File: src/rtl/dsp_row_sequencer_if.sv
// dsp_row_sequencer_if: row handshake, DSP control and result bundle between
// the FIOS loop controller, the row sequencer and one DSP slice.
interface dsp_row_sequencer_if #(parameter int NWORDS = 16);
  localparam int IW = $clog2(NWORDS + 1);
  logic start_i;
  logic [16:0] a_i;
  logic in_valid_i;
  logic in_ready_o;
  logic [16:0] b_word_i;
  logic [16:0] t_word_i;
  logic [8:0] dsp_OPMODE_o;
  logic [16:0] dsp_A_o;
  logic [16:0] dsp_B_o;
  logic [33:0] dsp_C_o;
  logic dsp_CREG_en_o;
  logic [33:0] dsp_P_i;
  logic res_valid_o;
  logic [16:0] res_word_o;
  logic [IW-1:0] res_idx_o;
  logic busy_o;
  logic done_o;
  modport slave (
    input start_i, a_i, in_valid_i, b_word_i, t_word_i, dsp_P_i,
    output in_ready_o, dsp_OPMODE_o, dsp_A_o, dsp_B_o, dsp_C_o, dsp_CREG_en_o,
    output res_valid_o, res_word_o, res_idx_o, busy_o, done_o
  );
  modport master (
    output start_i, a_i, in_valid_i, b_word_i, t_word_i, dsp_P_i,
    input in_ready_o, dsp_OPMODE_o, dsp_A_o, dsp_B_o, dsp_C_o, dsp_CREG_en_o,
    input res_valid_o, res_word_o, res_idx_o, busy_o, done_o
  );
endinterface

File: src/rtl/dsp_row_sequencer.sv
// dsp_row_sequencer: drives one 17x17 DSP slice through a row R = a*B + T,
// aligning C/OPMODE/P-sample to the slice pipeline and chaining carries via P>>17.
module dsp_row_sequencer #(
  parameter int NWORDS = 16,
  parameter int ABREG = 1,
  parameter int MREG = 1,
  parameter int CREG = 1
) (
  input logic clock_i,
  input logic reset_i,
  dsp_row_sequencer_if.slave io
);
  localparam int L = ABREG + MREG;
  localparam int IW = $clog2(NWORDS + 1);
  localparam int CD = L - CREG;
  typedef enum logic [1:0] {IDLE, RUN, FLUSH, DRAIN} state_t;
  typedef enum logic [2:0] {K_IDLE, K_BUBBLE, K_FIRST, K_LATER, K_FLUSH} kind_t;
  state_t state, state_n;
  kind_t cur_k, op_k, c_k;
  kind_t kind_q [1:L+1];
  logic [IW-1:0] cur_i;
  logic [IW-1:0] idx_q [1:L+1];
  logic [16:0] a_q, c_t;
  logic [IW-1:0] cnt;
  logic accept, last, c_word;
  assign accept = state == RUN && io.in_valid_i;
  assign last = accept && cnt == IW'(NWORDS - 1);
  always_comb begin
    state_n = state;
    cur_k = K_IDLE;
    cur_i = cnt;
    if (state == IDLE && io.start_i && !io.done_o) state_n = RUN;
    if (state == RUN) begin
      cur_k = !accept ? K_BUBBLE : cnt == '0 ? K_FIRST : K_LATER;
      if (last) state_n = FLUSH;
    end
    if (state == FLUSH) begin
      cur_k = K_FLUSH;
      cur_i = IW'(NWORDS);
      state_n = DRAIN;
    end
    if (state == DRAIN && io.res_valid_o && io.res_idx_o == IW'(NWORDS)) state_n = IDLE;
  end
  always_ff @(posedge clock_i or posedge reset_i) begin
    if (reset_i) begin
      state <= IDLE;
      a_q <= '0;
      cnt <= '0;
    end else begin
      state <= state_n;
      if (state == IDLE && state_n == RUN) begin
        a_q <= io.a_i;
        cnt <= '0;
      end else if (accept) cnt <= cnt + IW'(1);
    end
  end
  // Stage j of the slot line holds what was scheduled j cycles ago.
  always_ff @(posedge clock_i or posedge reset_i) begin
    if (reset_i) begin
      for (int i = 1; i <= L + 1; i++) begin
        kind_q[i] <= K_IDLE;
        idx_q[i] <= '0;
      end
    end else begin
      kind_q[1] <= cur_k;
      idx_q[1] <= cur_i;
      for (int i = 2; i <= L + 1; i++) begin
        kind_q[i] <= kind_q[i-1];
        idx_q[i] <= idx_q[i-1];
      end
    end
  end
  if (L == 1) begin : g_op0
    assign op_k = cur_k;
  end else begin : g_op
    assign op_k = kind_q[L-1];
  end
  if (CD == 0) begin : g_c0
    assign c_k = cur_k;
    assign c_t = io.t_word_i;
  end else begin : g_c
    logic [16:0] t_q [1:CD];
    always_ff @(posedge clock_i or posedge reset_i) begin
      if (reset_i) for (int i = 1; i <= CD; i++) t_q[i] <= '0;
      else begin
        t_q[1] <= io.t_word_i;
        for (int i = 2; i <= CD; i++) t_q[i] <= t_q[i-1];
      end
    end
    assign c_k = kind_q[CD];
    assign c_t = t_q[CD];
  end
  assign c_word = c_k == K_FIRST || c_k == K_LATER;
  assign io.in_ready_o = state == RUN;
  assign io.busy_o = state != IDLE;
  assign io.dsp_A_o = state == RUN ? a_q : '0;
  assign io.dsp_B_o = state == RUN ? io.b_word_i : '0;
  assign io.dsp_CREG_en_o = c_word;
  assign io.dsp_C_o = c_word ? {17'b0, c_t} : '0;
  assign io.dsp_OPMODE_o = op_k == K_FIRST  ? 9'b11_000_0101 :
                           op_k == K_LATER  ? 9'b11_110_0101 :
                           op_k == K_BUBBLE ? 9'b00_010_0000 :
                           op_k == K_FLUSH  ? 9'b00_110_0000 : 9'b0;
  always_ff @(posedge clock_i or posedge reset_i) begin
    if (reset_i) begin
      io.res_valid_o <= 1'b0;
      io.res_word_o <= '0;
      io.res_idx_o <= '0;
      io.done_o <= 1'b0;
    end else begin
      io.res_valid_o <= kind_q[L+1] inside {K_FIRST, K_LATER, K_FLUSH};
      if (kind_q[L+1] inside {K_FIRST, K_LATER, K_FLUSH}) begin
        io.res_word_o <= io.dsp_P_i[16:0];
        io.res_idx_o <= idx_q[L+1];
      end
      io.done_o <= io.res_valid_o && io.res_idx_o == IW'(NWORDS);
    end
  end
endmodule
File: src/flat_wrapper.sv
// flat-port wrapper written by rule: the top's interface ports become plain ports
module dsp_row_sequencer_flat 
#(
  parameter int NWORDS = 16,
  parameter int ABREG = 1,
  parameter int MREG = 1,
  parameter int CREG = 1
)
  (clock_i, reset_i, io_start_i, io_a_i, io_in_valid_i, io_b_word_i, io_t_word_i, io_dsp_P_i, io_in_ready_o, io_dsp_OPMODE_o, io_dsp_A_o, io_dsp_B_o, io_dsp_C_o, io_dsp_CREG_en_o, io_res_valid_o, io_res_word_o, io_res_idx_o, io_busy_o, io_done_o);
  dsp_row_sequencer_if #(.NWORDS(NWORDS)) io_i ();
  input logic clock_i;
  input logic reset_i;
  input wire logic [$bits(io_i.start_i)-1:0] io_start_i;
  input wire logic [$bits(io_i.a_i)-1:0] io_a_i;
  input wire logic [$bits(io_i.in_valid_i)-1:0] io_in_valid_i;
  input wire logic [$bits(io_i.b_word_i)-1:0] io_b_word_i;
  input wire logic [$bits(io_i.t_word_i)-1:0] io_t_word_i;
  input wire logic [$bits(io_i.dsp_P_i)-1:0] io_dsp_P_i;
  output wire logic [$bits(io_i.in_ready_o)-1:0] io_in_ready_o;
  output wire logic [$bits(io_i.dsp_OPMODE_o)-1:0] io_dsp_OPMODE_o;
  output wire logic [$bits(io_i.dsp_A_o)-1:0] io_dsp_A_o;
  output wire logic [$bits(io_i.dsp_B_o)-1:0] io_dsp_B_o;
  output wire logic [$bits(io_i.dsp_C_o)-1:0] io_dsp_C_o;
  output wire logic [$bits(io_i.dsp_CREG_en_o)-1:0] io_dsp_CREG_en_o;
  output wire logic [$bits(io_i.res_valid_o)-1:0] io_res_valid_o;
  output wire logic [$bits(io_i.res_word_o)-1:0] io_res_word_o;
  output wire logic [$bits(io_i.res_idx_o)-1:0] io_res_idx_o;
  output wire logic [$bits(io_i.busy_o)-1:0] io_busy_o;
  output wire logic [$bits(io_i.done_o)-1:0] io_done_o;
  assign io_i.start_i = io_start_i;
  assign io_i.a_i = io_a_i;
  assign io_i.in_valid_i = io_in_valid_i;
  assign io_i.b_word_i = io_b_word_i;
  assign io_i.t_word_i = io_t_word_i;
  assign io_i.dsp_P_i = io_dsp_P_i;
  assign io_in_ready_o = io_i.in_ready_o;
  assign io_dsp_OPMODE_o = io_i.dsp_OPMODE_o;
  assign io_dsp_A_o = io_i.dsp_A_o;
  assign io_dsp_B_o = io_i.dsp_B_o;
  assign io_dsp_C_o = io_i.dsp_C_o;
  assign io_dsp_CREG_en_o = io_i.dsp_CREG_en_o;
  assign io_res_valid_o = io_i.res_valid_o;
  assign io_res_word_o = io_i.res_word_o;
  assign io_res_idx_o = io_i.res_idx_o;
  assign io_busy_o = io_i.busy_o;
  assign io_done_o = io_i.done_o;
  dsp_row_sequencer #(.NWORDS(NWORDS), .ABREG(ABREG), .MREG(MREG), .CREG(CREG)) u_core (.clock_i(clock_i), .reset_i(reset_i), .io(io_i));
endmodule
File: config.mk
export PLATFORM = sky130hd
export DESIGN_NAME = dsp_row_sequencer_flat
export DESIGN_NICKNAME = d
export VERILOG_FILES = /design/src/rtl/dsp_row_sequencer_if.sv /design/src/rtl/dsp_row_sequencer.sv /design/src/flat_wrapper.sv
export SDC_FILE = /design/constraint.sdc
export NUM_CORES = 1
export LEC_CHECK = 0
export ABC_AREA = 1
export BUFFER_PORTS_ARGS = -buffer_cell sky130_fd_sc_hd__buf_2
export CAP_MARGIN = 20
export CORE_ASPECT_RATIO = 0.9
export CORE_MARGIN = 3
export CORE_UTILIZATION = 40
export CTS_CLUSTER_DIAMETER = 120
export DETAILED_ROUTE_END_ITERATION = 10
export MAX_ROUTING_LAYER = met4
export PLACE_DENSITY = 0.72
export SYNTH_ARGS = -nofsm -noshare
export SYNTH_HDL_FRONTEND = slang
export SYNTH_SLANG_ARGS = --single-unit
File: constraint.sdc
create_clock -name clock_i -period 2.8 [get_ports clock_i]
set_input_delay 0.56 -clock clock_i [delete_from_list [all_inputs] [get_ports clock_i]]
set_output_delay 0.56 -clock clock_i [all_outputs]
set_load 0.05 [all_outputs]
==> out/metrics.csv, run 1 <==
stage,metric,value,unit
timing,Final Hold Vio Count,0,
synth,synthesized area,0.00364,mm^2
route,Via density,4.20,
pwr,Clock Power Share,13.9,%
pwr,Logic pwr share,52.7,%
timing,max frequency,423,MHz
global_routing,grt ovf,0,
global_routing,global-route wire length before repair,11600,um
timing,Final setup viols,0,
final_layout,area delta synth->final,26.3,%
final_layout,ANT cells,0,
critical_path,CP Cell Sequence,inv_1 -> nand2_2 -> nor2_1 -> buf_2,
pwr,Power Density,1230,mW/mm^2
timing,Worst Tran Pin Value,0.900,ns
critical_path,CP Launch Type,register,
route,"antenna viol nets, final",0,
cts,CTS tree,built,
synth,number of synthesized register bits,89,
die,row count,32,
cts,number of buffers created by CTS,9,
die,num ports,193,
cts,clock sinks,89,
synth,post-synthesis simple-gate area fraction,14.5,%
synth,Synth area leader,dfrtp_1,
critical_path,CP bufs+invs,2,
placed_design,input/output buffers,155,
synth,multiplexer area fraction after synthesis,0,%
critical_path,Worst path slowest cell,dfrtp_1,
pwr,leak pwr,0.00266,uW
die,Core ar.,0.00873,mm^2
placed_design,hpwl dp,5530,um
route,Wirelength per Cell,10.8,um
global_routing,largest net degree at the start of global routing,46,
pwr,Sw Pwr,3000,uW
synth,Synth Area in Compound Gates,7.19,%
cts,# resized after CTS,0,
pwr,Int Pwr,2660,uW
route,Vias,2826,
hold_path,Hold Path Class,in -> reg,
critical_path,critical path type,reg -> out,
critical_path,cell family with most CP delay,simple AND/OR/NAND/NOR gates,
pwr,Sw Ratio,53.0,%
die,Die Ht,96.5,um
pwr,part of the power in registers,33.5,%
critical_path,CP max FO,36,
synth,"Warnings, synthesis",0,
final_layout,Nets,642,
synth,Avg Inst Size Synth,9.14,um^2
timing,RSZ-0062 raised after global routing,no,
timing,Relative slew margins,39.9,%
route,DRC,0,
cts,postcts setup bufs,0,
timing,final setup TNS,0,ns
cts,hold_buf cts,0,
synth,leading post-synthesis cells by cell area,"dfrtp_1, inv_1, nor2_1",
timing,Tmin final,2.36,ns
job,Max Cap Viol,0,
global_routing,number of global-route vias before repair,2663,
die,Die ar.,0.0103,mm^2
critical_path,critical path required time,2.24,ns
status,status,finished clean,
synth,Synth Area in Adders,1.03,%
cts,htree depth,3,
final_layout,"non-filler cells, final",673,
placed_design,DP Cell Count,658,
cts,clk slew on worst S/H paths,0.09,ns
critical_path,"Largest stage delay, worst path",0.43,ns
route,Pre-antenna DRT Iters,4,
final_layout,share of layout cells above drive strength 1,32.3,%
die,Die Span X,107,um
route,Post-Route WL,7280,um
synth,Synth top area share,61.2,%
global_routing,initial antenna violation count,0,
placed_design,GP Congestion,0.822,
synth,Yosys cell types,22,
timing,Final Skew,0.00568,ns
pwr,Peak supply drop,0.662,mV
global_routing,gr usage total,14.5,%
critical_path,critical path data arrival time,1.80,ns
cts,worst skew pair latency,0.35,ns
cts,Root Driver,clkbuf_8,
timing,final slew viol count,0,
pwr,total power,5660,uW
synth,post-synthesis sequential area ratio,61.2,%
die,Starting Density,41.7,%
critical_path,Critical Path End Type,output port,
synth,combinational family with the most area after synthesis,buffers and inverters,
synth,Post-Syn Instances,398,
timing,Final period util,84.4,%
cts,Max Root-Sink Buffers,2,
synth,XOR/XNOR Fraction of Synth Area,0,%
route,drt first-iter violations,109,
==> synth_stat cells <==
cell type and number:
nor2_4 1, or2_2 1, buf_6 1, a21oi_1 18, dfrtp_1 89, ha_1 3
o22ai_1 1, nand3_1 6, buf_4 26, conb_1 1, nand2_2 2, o21ai_4 1
clkbuf_2 1, buf_2 7, nor2_1 86, a41oi_1 1, o21ai_0 26, nand4_1 4
inv_2 1, nand2_1 32, inv_1 88, o21ai_1 2
==> placed cells by master (no fill, tap or decap), types with 2 or more instances in the layout <==
cell / netlist / final
buf_2: 7 / 155
dfrtp_1: 89 / 89
inv_1: 88 / 87
nor2_1: 86 / 86
nand2_1: 32 / 32
o21ai_0: 26 / 26
conb_1: 1 / 20
a21oi_1: 18 / 18
clkbuf_8: 0 / 10
nand3_1: 6 / 6
nand4_1: 4 / 4
clkinvlp_4: 0 / 4
ha_1: 3 / 3
nand2_2: 2 / 2
o21ai_1: 2 / 2
inv_6: 0 / 2
==> stage by stage <==
step                utilization (%)  hold slack [ns]  setup WS [ns]  area (um^2)
floorplan                         -            0.331         0.0812         3710
global placement               50.6            0.333          0.860         4420
detailed placement             50.6            0.335          0.802         4420
CTS                            52.7            0.293          0.426         4600
global route                   52.7            0.283          0.215         4600
finish                         52.7            0.311          0.437         4600
==> worst paths after layout <==
check                                     startpoint                                   to  slack [ns]  cells past startpoint
max                        u_core.state[1]$_DFF_PP0_                        io_dsp_A_o[7]        0.44                      4
min                                  io_t_word_i[13]             u_core.c_t[13]$_DFF_PP0_        0.31                      1
max reg2reg                u_core.state[1]$_DFF_PP0_            u_core.state[0]$_DFF_PP0_        1.23                      6
min reg2reg                u_core.idx_q[6]$_DFF_PP0_            u_core.idx_q[1]$_DFF_PP0_        0.35                      0
max in group asynchronous                    reset_i              u_core.c_k[1]$_DFF_PP0_        1.75                      3
min in group asynchronous                    reset_i  u_core.io.res_word_o[9]$_DFFE_PP0P_        0.39                      2
==> logic make-up after synthesis <==
kind of cell / after synthesis
AO/OA/AOI/OAI: 49
adder cells (fa/ha/maj): 3
buffers and inverters: 124
flip-flops: 89
other: 1
AND/OR/NAND/NOR: 132
==> state kept, by name, summed over array words and instances (netlist names) <==
name                   flops
u_core.a_q                17
u_core.c_t                17
u_core.io.res_word_o      17
u_core.idx_q              15
u_core.kind_q              6
u_core.cnt                 5
u_core.io.res_idx_o        5
u_core.c_k                 3
u_core.state               2
u_core.io.done_o           1
u_core.io.res_valid_o      1
==> power groups by stage <==
stage          sequential, uW  clock [uW]  combinational, uW
2_1_floorplan            2370           0               1950
3_3_place_gp             1900           0               2970
3_5_place_dp             1930           0               3000
4_1_cts                  1900         826               3010
5_1_grt                  1950         876               3200
6_report                 1900         785               2980
==> layer usage <==
layer | track usage (%) | routed length [um] | up-vias
met5 | - | 0 | -
li1 | - | - | 1428
met3 | 3.72 | 530 | 9
met1 | 16.8 | 3020 | 1287
met2 | 25.1 | 3660 | 102
met4 | 4.47 | 70 | 0
==> cell type report <==
cell class                      instances  area [um^2]
Inverter                               89          338
Clock buffer                           10          138
Clock inverter                          5         40.0
Tap cell                              119          149
Multi-Input combinational cell        204          902
Fill cell                             871         4130
Timing Repair Buffer                  157          803
Sequential cell                        89         2230
(Power assumes the default switching activity.)
==> run 2, diff against run 1 <==
==> constraint.sdc (replaced) <==
create_clock -name clock_i -period 2 [get_ports clock_i]
set_input_delay 0.4 -clock clock_i [delete_from_list [all_inputs] [get_ports clock_i]]
set_output_delay 0.4 -clock clock_i [all_outputs]
set_load 0.05 [all_outputs]
==> run 2 against run 1 <==
Against the previous run: critical path depth unchanged; combinational power up 42%; utilization increased by 0.56 points; non-clock buffer count is 1 higher; via count decreased by 0.57%; worst hold slack lost 0.15 ns; register-to-register slack worse by 0.72 ns; design area increased by 1.1%; die area did not move; setup slack got worse by 0.32 ns; largest cell class unchanged; largest power group unchanged.
==> out/metrics.csv, run 2 (same netlist as run 1, synthesis figures left out) <==
stage,metric,value,unit
status,status,finished clean,
final_layout,most frequent cells in the layout,"buf_2, dfrtp_1, inv_1, nor2_1, nand2_1",
global_routing,grt ovf,0,
timing,Final setup viols,0,
pwr,part of the power in registers,33.2,%
pwr,Sw Ratio,52.6,%
final_layout,Nets,643,
cts,hold_buf cts,0,
timing,Final period util,94.2,%
pwr,Clock Power Share,13.8,%
global_routing,global-route wire length before repair,11200,um
hold_path,Hold Path Class,in -> reg,
die,Die Ht,96.5,um
critical_path,CP Cell Sequence,nor2_4 -> inv_2 -> nor2_1 -> buf_2,
route,DRC,0,
hold_path,Hold Path Sink,u_core.c_t[6]$_DFF_PP0_,
global_routing,grt met1 use,15.8,%
timing,RSZ-0062 raised after global routing,no,
critical_path,critical path type,reg -> out,
pwr,Logic pwr share,53.1,%
global_routing,gr usage total,14.1,%
die,row count,32,
critical_path,cell family with most CP delay,flip-flops,
critical_path,FF-to-FF setup slack,0.51,ns
cts,clk slew on worst S/H paths,0.08,ns
timing,final hold slack,0.159,ns
global_routing,GR peak layer,met2,
critical_path,Critical Path End Type,output port,
route,Vias,2810,
critical_path,critical path required time,1.60,ns
pwr,leak pwr,0.00268,uW
hold_path,min-delay src,io_t_word_i[6],
placed_design,hpwl dp,5240,um
cts,clock sinks,89,
global_routing,initial antenna violation count,0,
route,Wirelength per Cell,10.5,um
critical_path,critical path data arrival time,1.48,ns
route,Post-Route WL,7100,um
placed_design,GP Congestion,0.779,
die,Die Span X,107,um
cts,Max Root-Sink Buffers,2,
final_layout,"leading cell type in the layout, fill and taps excluded",buf_2,
critical_path,"Largest stage delay, worst path",0.45,ns
pwr,Power Density,1720,mW/mm^2
final_layout,area delta synth->final,27.7,%
pwr,total power,8000,uW
route,"antenna viol nets, final",0,
global_routing,largest net degree at the start of global routing,90,
cts,number of buffers created by CTS,9,
timing,Final Skew,0.0108,ns
critical_path,FF-to-FF path depth,3,
timing,setup ws final,0.115,ns
die,num ports,193,
critical_path,CP max FO,17,
route,drt first-iter violations,110,
timing,Worst Tran Pin Value,0.867,ns
cts,htree depth,3,
global_routing,met2 global-route usage,24.3,%
cts,CTS tree,built,
cts,worst skew pair latency,0.34,ns
global_routing,Global Route met3 Usage,4.78,%
pwr,Int Pwr,3790,uW
critical_path,CP bufs+invs,2,
final_layout,share of layout cells above drive strength 1,32.9,%
timing,Final Hold Vio Count,0,
die,Core ar.,0.00873,mm^2
critical_path,Worst path slowest cell,dfrtp_1,
critical_path,r2r startpoint,u_core.kind_q[1]$_DFF_PP0_,
final_layout,"non-filler cells, final",675,
die,Die ar.,0.0103,mm^2
critical_path,reg-to-reg endpoint,u_core.io.res_word_o[6]$_DFFE_PP0P_,
timing,Relative slew margins,42.0,%
timing,max frequency,531,MHz
route,Via density,4.16,
timing,final setup TNS,0,ns
timing,Tmin final,1.88,ns
critical_path,CP Launch Type,register,
hold_path,Hold Path Cell Cnt,1,
cts,Root Driver,clkbuf_8,
critical_path,Worst path depth,4,
job,Max Cap Viol,0,
placed_design,pre-CTS setup slack,0.190,ns
placed_design,input/output buffers,155,
global_routing,number of global-route vias before repair,2607,
placed_design,DP Cell Count,659,
pwr,Peak supply drop,1.10,mV
final_layout,ANT cells,0,
pwr,Sw Pwr,4210,uW
die,Starting Density,41.7,%
route,Pre-antenna DRT Iters,4,
timing,final slew viol count,0,
-- run 2: through the flow --
stage               area (um^2)  utilization [%]
floorplan                  3720                -
global placement           4440             50.8
detailed placement         4440             50.8
CTS                        4620             53.0
global route               4650             53.2
finish                     4650             53.2
-- run 2: area by class of cell --
type                            instances  area, um^2
Clock buffer                           12         145
Sequential cell                        89        2230
Inverter                               89         338
Multi-Input combinational cell        204         926
Fill cell                             849        4080
Clock inverter                          4        33.8
Tap cell                              119         149
Timing Repair Buffer                  158         826
-- run 2: how the worst max path moves through the flow --
| stage | from | to | slack [ns] |
|---|---|---|---|
| after CTS | u_core.state[1]$_DFF_PP0_ | io_dsp_B_o[6] | 0.003 |
| after global placement | u_core.state[1]$_DFF_PP0_ | io_dsp_A_o[4] | 0.24 |
| final | u_core.c_k[2]$_DFF_PP0_ | io_dsp_C_o[11] | 0.12 |
| after global routing | u_core.c_k[2]$_DFF_PP0_ | io_dsp_C_o[1] | 0.00008 |
| after detailed placement | u_core.state[1]$_DFF_PP0_ | io_dsp_A_o[4] | 0.19 |
| after floorplan | u_core.c_k[2]$_DFF_PP0_ | io_dsp_C_o[11] | -0.10 |
-- run 2: worst register-to-register path, delay by kind of cell, from the launching register on --
family,cells,cell delay [ns]
flops,1,0.35
compound gates,2,0.92
buf+inv,1,0.07
-- run 2: timing repair --
| item | in CTS | in global routing |
|---|---|---|
| gates resized for setup | 2 | 8 |
| setup endpoints to repair | 34 | 36 |
| gates cloned | 0 | 0 |
| buffers inserted | 0 | 0 |
-- run 2: layer usage --
layer / part of all wire [%] / wire (um) / up-vias
li1: - / - / 1435
met1: 42 / 2970 / 1266
met2: 50 / 3520 / 105
met3: 7.8 / 557 / 4
met4: 0.62 / 44 / 0
met5: 0 / 0 / -
-- run 2: power by group through the flow --
stage          logic, uW  clock network [uW]  registers (uW)
4_1_cts             4250                1170            2660
3_5_place_dp        4230                   0            2690
2_1_floorplan       2740                   0            3310
3_3_place_gp        4190                   0            2650
5_1_grt             4540                1230            2730
6_report            4240                1100            2650
==> run 3, diff against run 2 <==
--- a/config.mk
+++ b/config.mk
@@ -10,11 +10,11 @@
 export CAP_MARGIN = 20
 export CORE_ASPECT_RATIO = 0.9
 export CORE_MARGIN = 3
-export CORE_UTILIZATION = 40
+export CORE_UTILIZATION = 48
 export CTS_CLUSTER_DIAMETER = 120
 export DETAILED_ROUTE_END_ITERATION = 10
 export MAX_ROUTING_LAYER = met4
-export PLACE_DENSITY = 0.72
+export PLACE_DENSITY = 0.85
 export SYNTH_ARGS = -nofsm -noshare
 export SYNTH_HDL_FRONTEND = slang
 export SYNTH_SLANG_ARGS = --single-unit
==> constraint.sdc (replaced) <==
create_clock -name clock_i -period 2.2 [get_ports clock_i]
set_input_delay 0.44 -clock clock_i [delete_from_list [all_inputs] [get_ports clock_i]]
set_output_delay 0.44 -clock clock_i [all_outputs]
set_load 0.05 [all_outputs]
==> run 3 against run 2 <==
Against the previous run: first-iteration DRC count shrank 43%; critical endpoint is now io_dsp_B_o[8]; largest cell class unchanged; sequential power shrank 9.1%; non-clock buffer count shrank 1; clock-buffer cell count is the same.
==> out/metrics.csv, run 3 (same netlist as run 1, synthesis figures left out) <==
stage,metric,value,unit
critical_path,critical path required time,1.76,ns
pwr,part of the power in registers,33.5,%
final_layout,share of layout cells above drive strength 1,32.1,%
critical_path,CP max FO,36,
timing,Final setup viols,0,
pwr,Logic pwr share,53.3,%
cts,postcts setup bufs,0,
cts,clock sinks,89,
final_layout,final core utilization,63.3,%
cts,clk slew on worst S/H paths,0.08,ns
timing,Tmin final,2.02,ns
placed_design,hpwl dp,5350,um
cts,Root Driver,clkbuf_8,
global_routing,largest net degree at the start of global routing,46,
timing,final slew viol count,0,
route,DRC,0,
placed_design,pre-CTS setup slack,0.323,ns
cts,htree depth,3,
hold_path,Hold Path Class,in -> async,
final_layout,"non-filler cells, final",648,
critical_path,CP Launch Type,register,
global_routing,global-route wire length before repair,11500,um
pwr,Sw Ratio,53.1,%
cts,Max Root-Sink Buffers,2,
pwr,Peak supply drop,1.07,mV
cts,number of buffers created by CTS,9,
pwr,total power,7190,uW
global_routing,grt ovf,0,
final_layout,"leading cell type in the layout, fill and taps excluded",buf_2,
die,num ports,193,
die,row count,29,
route,Post-Route WL,7110,um
cts,worst skew pair latency,0.34,ns
route,"antenna viol nets, final",0,
job,Max Cap Viol,0,
timing,max frequency,495,MHz
status,status,finished clean,
critical_path,Critical Path End Type,output port,
pwr,Power Density,1570,mW/mm^2
pwr,Int Pwr,3370,uW
placed_design,DP Cell Count,632,
die,Die ar.,0.00866,mm^2
timing,Final period util,91.9,%
timing,Final Hold Vio Count,0,
cts,CTS tree,built,
critical_path,critical path type,reg -> out,
cts,hold_buf cts,0,
die,Starting Density,50.4,%
global_routing,gr usage total,17.2,%
final_layout,ANT cells,0,
route,drt first-iter violations,63,
route,Via density,4.40,
die,Die Ht,88.6,um
timing,Worst Tran Pin Value,0.860,ns
timing,setup ws final,0.179,ns
critical_path,critical path data arrival time,1.58,ns
route,Wirelength per Cell,11.0,um
timing,Final Skew,0.00781,ns
timing,RSZ-0062 raised after global routing,no,
global_routing,number of global-route vias before repair,2691,
final_layout,Nets,642,
final_layout,most frequent cells in the layout,"buf_2, dfrtp_1, inv_1, nor2_1, nand2_1",
pwr,Clock Power Share,13.1,%
die,Die Span X,97.8,um
timing,Relative slew margins,42.5,%
route,Vias,2848,
global_routing,initial antenna violation count,0,
route,Pre-antenna DRT Iters,4,
pwr,Sw Pwr,3820,uW
die,Core ar.,0.00722,mm^2
pwr,leak pwr,0.00267,uW
final_layout,area delta synth->final,25.6,%
placed_design,GP Congestion,0.761,
placed_design,input/output buffers,155,
cts,# resized after CTS,1,
-- run 3: cell types whose count changed in the layout (fill, tap and decap cells not counted), sizes merged --
cell	before	now
clkinv	0	3
inv	91	88
clkbuf	17	12
buf	153	157
-- run 3: path summary, 6_finish.rpt --
check	startpoint	end	slack [ns]	cells past startpoint
max	u_core.state[1]$_DFF_PP0_	io_dsp_B_o[8]	0.18	4
min	reset_i	u_core.c_t[11]$_DFF_PP0_	0.12	2
max reg2reg	u_core.state[0]$_DFF_PP0_	u_core.cnt[1]$_DFFE_PP0P_	0.56	4
min reg2reg	u_core.idx_q[11]$_DFF_PP0_	u_core.idx_q[6]$_DFF_PP0_	0.35	0
max in group asynchronous	reset_i	u_core.a_q[6]$_DFFE_PP0P_	1.42	3
min in group clock_i	io_t_word_i[2]	u_core.c_t[2]$_DFF_PP0_	0.20	1
-- run 3: final cells by class --
class,instances,area (um^2)
fill,627,2650
sequential,89,2230
multi-input combinational,204,918
timing repair buffer,157,803
inverter,89,338
clock buffer,12,135
tap,93,116
clock inverter,4,30.0
-- run 3: per-stage QoR --
step	instance area, um^2	hold WS, ns	TNS [ns]
final	4570	0.125	0
after global routing	4570	0.149	0
after CTS	4560	0.126	0
after detailed placement	4390	0.335	0
after global placement	4390	0.331	0
after floorplan	3720	0.331	-1.26
-- run 3: power by group through the flow --
stage / Combinational, uW / Clock, uW / Sequential (uW)
finish: 3830 / 944 / 2410
global route: 4100 / 1060 / 2480
CTS: 3860 / 989 / 2410
detailed placement: 3850 / 0 / 2450
global placement: 3780 / 0 / 2410
floorplan: 2490 / 0 / 3010
-- run 3: critical path, stage by stage, from the launching register on --
cell and delay [ns]:
dfrtp_1 0.43, inv_1 0.19, nand2_8 0.19, nor2_1 0.15
buf_2 0.28
-- run 3: routing by layer --
metal	track usage, %	share of wire [%]	vias up
li1	-	-	1431
met1	19.4	41	1299
met2	29.9	51	108
met3	4.10	7.1	10
met4	6.79	1.2	0
met5	-	0	-
